<file path="src/rtl/multi_sel_rx.sv">
// Receive-side decoder for the multi_sel stream: tracks 4-word frames (d, 3d, 7d, 9d),
// recovers the base byte, flags the first failing word and keeps a saturating error count.
module multi_sel_rx #(
   parameter int unsigned ERR_CNT_W = 8
) (
   input  logic                 clk,
   input  logic                 rst,
   input  logic                 in_grant,
   input  logic [10:0]          in_data,
   output logic [7:0]           d_out,
   output logic                 d_valid,
   output logic                 frame_err,
   output logic [1:0]           err_idx,
   output logic [ERR_CNT_W-1:0] err_cnt
);

   typedef enum logic [1:0] {IDLE, W1, W2, W3} state_t;

   state_t               state_q, state_d;
   logic [7:0]           base_q, base_d;
   logic                 bad_q, bad_d;
   logic [1:0]           fidx_q, fidx_d;
   logic [7:0]           d_out_q, d_out_d;
   logic                 d_valid_q, d_valid_d;
   logic                 frame_err_q, frame_err_d;
   logic [1:0]           err_idx_q, err_idx_d;
   logic [ERR_CNT_W-1:0] err_cnt_q, err_cnt_d;

   logic [11:0]          base_ext;
   logic [11:0]          prod;
   logic [1:0]           word_idx;
   logic                 mismatch;
   logic                 cnt_inc;

   always_ff @(posedge clk) begin
      if (!rst) begin
         state_q     <= IDLE;
         base_q      <= '0;
         bad_q       <= 1'b0;
         fidx_q      <= '0;
         d_out_q     <= '0;
         d_valid_q   <= 1'b0;
         frame_err_q <= 1'b0;
         err_idx_q   <= '0;
         err_cnt_q   <= '0;
      end else begin
         state_q     <= state_d;
         base_q      <= base_d;
         bad_q       <= bad_d;
         fidx_q      <= fidx_d;
         d_out_q     <= d_out_d;
         d_valid_q   <= d_valid_d;
         frame_err_q <= frame_err_d;
         err_idx_q   <= err_idx_d;
         err_cnt_q   <= err_cnt_d;
      end
   end

   always_comb begin
      state_d     = state_q;
      base_d      = base_q;
      bad_d       = bad_q;
      fidx_d      = fidx_q;
      d_out_d     = d_out_q;
      d_valid_d   = 1'b0;
      frame_err_d = 1'b0;
      err_idx_d   = err_idx_q;
      cnt_inc     = 1'b0;
      base_ext    = {4'b0000, base_q};
      prod        = '0;
      word_idx    = '0;

      // Expected multiple for the current word, computed in 12 bits then cut to 11
      unique case (state_q)
         W1:      begin prod = base_ext * 12'd3; word_idx = 2'd1; end
         W2:      begin prod = base_ext * 12'd7; word_idx = 2'd2; end
         W3:      begin prod = base_ext * 12'd9; word_idx = 2'd3; end
         default: ;
      endcase
      mismatch = (in_data != prod[10:0]);

      if (in_grant) begin
         if (state_q != IDLE) begin
            frame_err_d = 1'b1;
            err_idx_d   = word_idx;
            cnt_inc     = 1'b1;
         end
         base_d  = in_data[7:0];
         bad_d   = |in_data[10:8];
         fidx_d  = '0;
         state_d = W1;
      end else if (state_q != IDLE) begin
         if (mismatch && !bad_q) begin
            bad_d  = 1'b1;
            fidx_d = word_idx;
         end
         if (state_q == W1) begin
            state_d = W2;
         end else if (state_q == W2) begin
            state_d = W3;
         end else begin
            state_d = IDLE;
            if (bad_d) begin
               frame_err_d = 1'b1;
               err_idx_d   = fidx_d;
               cnt_inc     = 1'b1;
            end else begin
               d_valid_d = 1'b1;
               d_out_d   = base_q;
            end
         end
      end

      err_cnt_d = (cnt_inc && (err_cnt_q != '1)) ? err_cnt_q + ERR_CNT_W'(1) : err_cnt_q;
   end

   assign d_out     = d_out_q;
   assign d_valid   = d_valid_q;
   assign frame_err = frame_err_q;
   assign err_idx   = err_idx_q;
   assign err_cnt   = err_cnt_q;

endmodule

</file>
<file path="config.mk">
export PLATFORM = sky130hd
export DESIGN_NAME = multi_sel_rx
export DESIGN_NICKNAME = d
export VERILOG_FILES = /design/src/rtl/multi_sel_rx.sv
export SDC_FILE = /design/constraint.sdc
export NUM_CORES = 1
export LEC_CHECK = 0
export BUFFER_PORTS_ARGS = -buffer_cell sky130_fd_sc_hd__buf_2
export CELL_PAD_IN_SITES_DETAIL_PLACEMENT = 0
export CELL_PAD_IN_SITES_GLOBAL_PLACEMENT = 1
export CORE_ASPECT_RATIO = 2
export CORE_MARGIN = 1.5
export CORE_UTILIZATION = 39
export DETAILED_ROUTE_END_ITERATION = 6
export GPL_TIMING_DRIVEN = 0
export MAX_ROUTING_LAYER = met4
export PLACE_DENSITY = 0.71
export SYNTH_ARGS = -nofsm -noshare
export SYNTH_HDL_FRONTEND = slang
export SYNTH_SLANG_ARGS = --single-unit
</file>
<file path="constraint.sdc">
create_clock -name clk -period 5.6 [get_ports clk]
set_clock_uncertainty 0.2 [all_clocks]
set_input_delay 0 -clock clk [delete_from_list [all_inputs] [get_ports clk]]
set_output_delay 0 -clock clk [all_outputs]
set_load 0.02 [all_outputs]
</file>
# Yosys cells after proc, flatten, opt, wreduce, memory -nomap -nowiden
# Index checks and enable logic that the tools add are counted.
# word_totals
register_bits,33
in_bits,14
out_inout_bits,20
word_cells,63
# classes
add_sub_neg,1
multipliers,3
eq_ne,7
mux,25
bitwise_logic,6
reduce_logical,11
# op_table
cell,n
$pmux W11 S3,1
$mux W2,9
$mux W1,14
$mul A8 B3 Y11 const B,1
$mul A8 B4 Y11 const B,1
$ne A11 B11 Y1,1
$mul A8 B2 Y10 const B,1
$add A8 B1 Y8 const B,1
$ne A8 B8 Y1 const B,1
$not A1 Y1,6
$pmux W2 S3,1
$reduce_bool A2 Y1,3
$reduce_and A5 Y1,1
$reduce_or A5 Y1,1
$eq A2 B2 Y1 const B,2
$ne A2 B2 Y1 const B,2
$reduce_and A4 Y1,1
$reduce_or A3 Y1,1
$eq A2 B1 Y1 const B,1
$logic_and A1 B1 Y1,2
$reduce_or A2 Y1,1
$logic_not A1 Y1,1

# Longest topological paths before layout
# logic_depth
depth_word,13
depth_mapped,15

# Worst setup path after synthesis
# No wires, ideal clock.
# synth_timing
path_type,register to register
startpoint,reg base_q[2]
endpoint,reg err_cnt_q[6] (netlist: err_cnt[6])
t_arrival_ns,3.565
required_ns,5.281
setup_slack_ns,1.716
path_stages_with_launch,16
n_path_buf,1
period_less_slack_ns,3.884
cell_sequence,dfxtp_1 fa_1 ha_1 inv_1 fa_1 nor2b_1 o21ai_1 or3b_1 a31oi_1 mux2_1 nor4_2 nand3_2 o41ai_4 buf_6 nor2_1 o221a_1
# synth_via
elab_chain_cells,13
# synth_rtl
item,line,text
"start, declared",20,"logic [7:0] base_q, base_d;"
"start signal, assigned",48,base_q <= base_d;
$mul A8 B4 Y11 (tied with other cells),77,W3: begin prod = base_ext * 12'd9; word_idx = 2'd3; end
$pmux W11 S3 *,74,unique case (state_q)
$ne A11 B11 Y1 *,80,mismatch = (in_data != prod[10:0]);
$logic_and A1 B1 Y1 *,93,if (mismatch && !bad_q) begin
$mux W1 *,93,
$mux W1 *,92,end else if (state_q != IDLE) begin
$mux W1 *,82,if (in_grant) begin
$mux W1 *,103,if (bad_d) begin
$mux W1 *,99,end else if (state_q == W2) begin
$mux W1 *,97,if (state_q == W1) begin
$mux W1 *,92,
$mux W1 *,82,
$logic_and A1 B1 Y1 *,114,err_cnt_d = (cnt_inc && (err_cnt_q != '1)) ? err_cnt_q + ERR_CNT_W'(1) : err_cnt_q;
"end signal, assigned",55,err_cnt_q <= err_cnt_d;
"end, declared",27,"logic [ERR_CNT_W-1:0] err_cnt_q, err_cnt_d;"
# Mark *: on every way between the ends. The rest lies on a longest branch, timed or not. The select of a mux whose other input is x is not followed.
# A chain may end at the register's enable or synchronous reset.

# Worst setup path in the final report
# layout_timing
startpoint,reg base_q[2]
endpoint,reg bad_q
# layout_via
elab_chain_cells,9
# layout_rtl
item,line,text
$mul A8 B4 Y11 (tied with other cells),77,
$pmux W11 S3 *,74,
$ne A11 B11 Y1 *,80,
$logic_and A1 B1 Y1 *,93,
$mux W1 *,93,
$mux W1 *,92,
$mux W1 *,82,
$mux W1 *,92,
$mux W1 *,82,
"end signal, assigned",39,bad_q <= 1'b0;
"end signal, assigned",49,bad_q <= bad_d;
"end, declared",21,"logic bad_q, bad_d;"
# Marks and branches as above.

==> metrics <==
Final WS setup=0.608 ns; first-pass GRT wire length=roughly 16000 µm; DIE AREA=0.00886 mm²; io pins=34; GR Util met3=2.31%; busiest grt layer=met2; Setup crit start kind=flip-flop; final setup fails=0; fin util=a little under half; reg2reg path depth=14; worst slew pin tran=around 0.8 ns; number of synthesized flops with an enable pin=0; Mapped Nets=around 440; H-tree depth=2; CTS Sinks=33; Post-Syn Area=approximately 0.0032 mm²; VDD IR max=about 0.0001 V; met1 Track Usage GR=21.1%; commonest non-fill, non-tap cell in the layout=nor2_1; synth unique cells=75; largest net degree at the start of global routing=14; DR vias/cell=roughly 5.8; status=finished, final reports clean; Yosys warnings=0; commonest non-fill, non-tap cells in the layout=nor2_1 (45), dfxtp_1 (33), buf_2 (32); Data arrival, critical path=4.96 ns; ys async rst share=0%; crit end category=flip-flop; die width=67.3 µm; Synth Instances=between 300 and 400; CORE AREA=0.00800 mm²; Max Root-Sink Buffers=2; CTS tree=yes; ant diodes=0; vias in the first global route=3271; Reg clk slew, reported paths=0.06 ns; Site Rows=46; Starting Density=between 40% and 50%; hold path depth=3; All-Layer GR Usage=24.2%; Crit path required time=5.57 ns; Syn Area/Cell=8.34 µm²; # DRC=0; Clock Root Buffer=clkbuf_16; Worst Path Max Fanout=10; PwrDens=198 mW/mm²; WS Path Type=flip-flop to flip-flop; Hold Path Class=primary input to flip-flop; fraction of layout cells with a size suffix above 1=~14%; Leak Pwr=roughly 1.6 nW; Nets=491; total negative slack=0 ns; initial antenna violation count=0; Vias=between 3000 and 4000; DP Worst Slack=approximately 0.9 ns; Filler Cell Count=837; drt pass-1 iters=4; Area growth, synth to finish=16.7%; Slew Limit Fails=0; Seq cells post-synth=33; FF-to-FF setup slack=0.61 ns; Peak Freq=200 MHz; Worst R2R End=bad_q$_SDFFE_PN0P_; RSZ-0062 raised after global routing=false; clock latency at the later pin of the worst-skew pair=0.29 ns; Critical Path Source=base_q[2]$_SDFFE_PN0P_; register area share after synthesis=20.5%; WL/cell=18.4 µm; CTS buffer count=5; hold_sp=in_grant; Die Y-Extent=132 µm; MaxCap Viol Count=0; CTS resizes=0; grt total ovfl=0; Worst Hold Path EP=state_q[0]$_SDFFE_PN0P_; grt met2 use=45.7%; Max-slew headroom=47.7%; Port-buffer cells=31; routed wire length=9840 µm; ys flop type=dfxtp_1; DP HPWL=between 7000 and 8000 µm; reg-to-reg startpoint=base_q[2]$_SDFFE_PN0P_; Hold Violations, Final=0; period utilization=89.1%; Final min period=approximately 5 ns; remaining antenna violation count=0; 1st-iter DRT viols=109; Placer Congestion=slightly above 0.9
## flip-flops by register name (all words and copies together) (netlist names)
signal	count
d_out	8
frame_err	1
err_cnt	8
err_idx	2
state_q	2
d_valid	1
fidx_q	2
base_q	8
bad_q	1
## Yosys cell counts, types with 3 or more instances
| cell type | n | area [µm²] |
|---|---|---|
| o21ai_0 | 17 | 85.1 |
| inv_1 | 22 | 82.6 |
| nor3_1 | 3 | 15.0 |
| and3_1 | 4 | 25.0 |
| or3_1 | 7 | 43.8 |
| mux2i_1 | 19 | 190 |
| o21ai_1 | 8 | 40.0 |
| clkbuf_1 | 9 | 33.8 |
| o31ai_1 | 3 | 22.5 |
| nand4_1 | 4 | 25.0 |
| nand2_1 | 30 | 113 |
| nand2b_1 | 11 | 68.8 |
| nand4b_1 | 4 | 35.0 |
| a21oi_1 | 14 | 70.1 |
| nor2_1 | 45 | 169 |
| and2_1 | 3 | 18.8 |
| nor2b_1 | 4 | 25.0 |
| xnor2_1 | 6 | 52.6 |
| dfxtp_1 | 33 | 661 |
| a21o_1 | 5 | 37.5 |
| fa_1 | 10 | 200 |
| nor4_1 | 5 | 31.3 |
| nand3_1 | 11 | 55.1 |
| or2_2 | 3 | 18.8 |
| o211ai_1 | 3 | 22.5 |
| ha_1 | 30 | 375 |
| buf_1 | 3 | 11.3 |
| xor2_1 | 4 | 35.0 |
| a22oi_1 | 3 | 22.5 |
| a31oi_1 | 3 | 18.8 |
## metrics by stage
step | hold slack, ns | instance area (µm²) | instances | power (mW)
6_report | 0.0407 | 3770 | 534 | 0.746
5_1_grt | 0.0772 | 3770 | 534 | 0.784
4_1_cts | 0.0336 | 3770 | 534 | 0.752
3_5_place_dp | 0.0895 | 3500 | 514 | 0.474
3_3_place_gp | 0.0773 | 3500 | 514 | 0.470
2_1_floorplan | -0.0524 | 3230 | 387 | 0.413
## critical path, cell delays in order (launching register included)
cell and delay, ns:
dfxtp_1 0.63, fa_1 0.52, ha_1 0.26, inv_1 0.09, fa_1 0.22, nor2b_1 0.08, o31ai_2 0.41, a31oi_1 0.14
mux2_1 0.34, nor4_2 0.47, nand3_2 0.28, nor2_1 0.39, o21ai_0 0.11, and3_1 0.19, dlygate4sd3_1 0.54
## metal layers
metal  up-vias  share of wire (%)
met3        23                2.3
met5         -                  0
met2        55                 59
li1       1521                  -
met4         0                4.0
met1      1482                 34
## timing repair
item | CTS | global route
hold buffers | 12 | 0
endpoints found under the setup margin | 0 | 0
setup buffers | 0 | 0
endpoints found under the hold margin | 13 | 0
## cell families (layout without fill, tap and decap cells)
logic type,Yosys count,in the layout,synth area share [%]
xor+xnor,10,10,2.71
mux,20,20,6.24
flops,33,33,20.5
buf+inv,38,89,4.92
compound gates,92,92,21.8
fa+ha+maj,40,40,17.8
simple gates,154,154,26.0
## power breakdown
| part | switching [mW] | leakage (nW) | internal (mW) | total (mW) |
|---|---|---|---|---|
| Sequential | 0.0191 | 0.269 | 0.244 | 0.263 |
| Combinational | 0.126 | 1.28 | 0.0858 | 0.211 |
| Clock | 0.108 | 0.0696 | 0.163 | 0.271 |
| Total | 0.253 | 1.62 | 0.493 | 0.746 |
## worst max-delay path by stage
stage | to | slack, ns
after detailed placement | err_cnt[6]$_SDFFE_PN0P_ | 0.90
after CTS | bad_q$_SDFFE_PN0P_ | 0.59
after global placement | err_cnt[6]$_SDFFE_PN0P_ | 0.93
after global routing | bad_q$_SDFFE_PN0P_ | 0.29
after floorplan | err_cnt[6]$_SDFFE_PN0P_ | 1.72
final | bad_q$_SDFFE_PN0P_ | 0.61
## cell type report
type,count,area [µm²],share of cell area [%]
timing repair buffer,43,275,7.31
buffer,15,72.6,1.93
sequential,33,661,17.5
inverter,23,86.3,2.29
multi-input combinational,316,2410,64.0
clock inverter,3,17.5,0.465
tap,96,120,3.19
clock buffer,5,125,3.32
(Power assumes the default switching activity.)
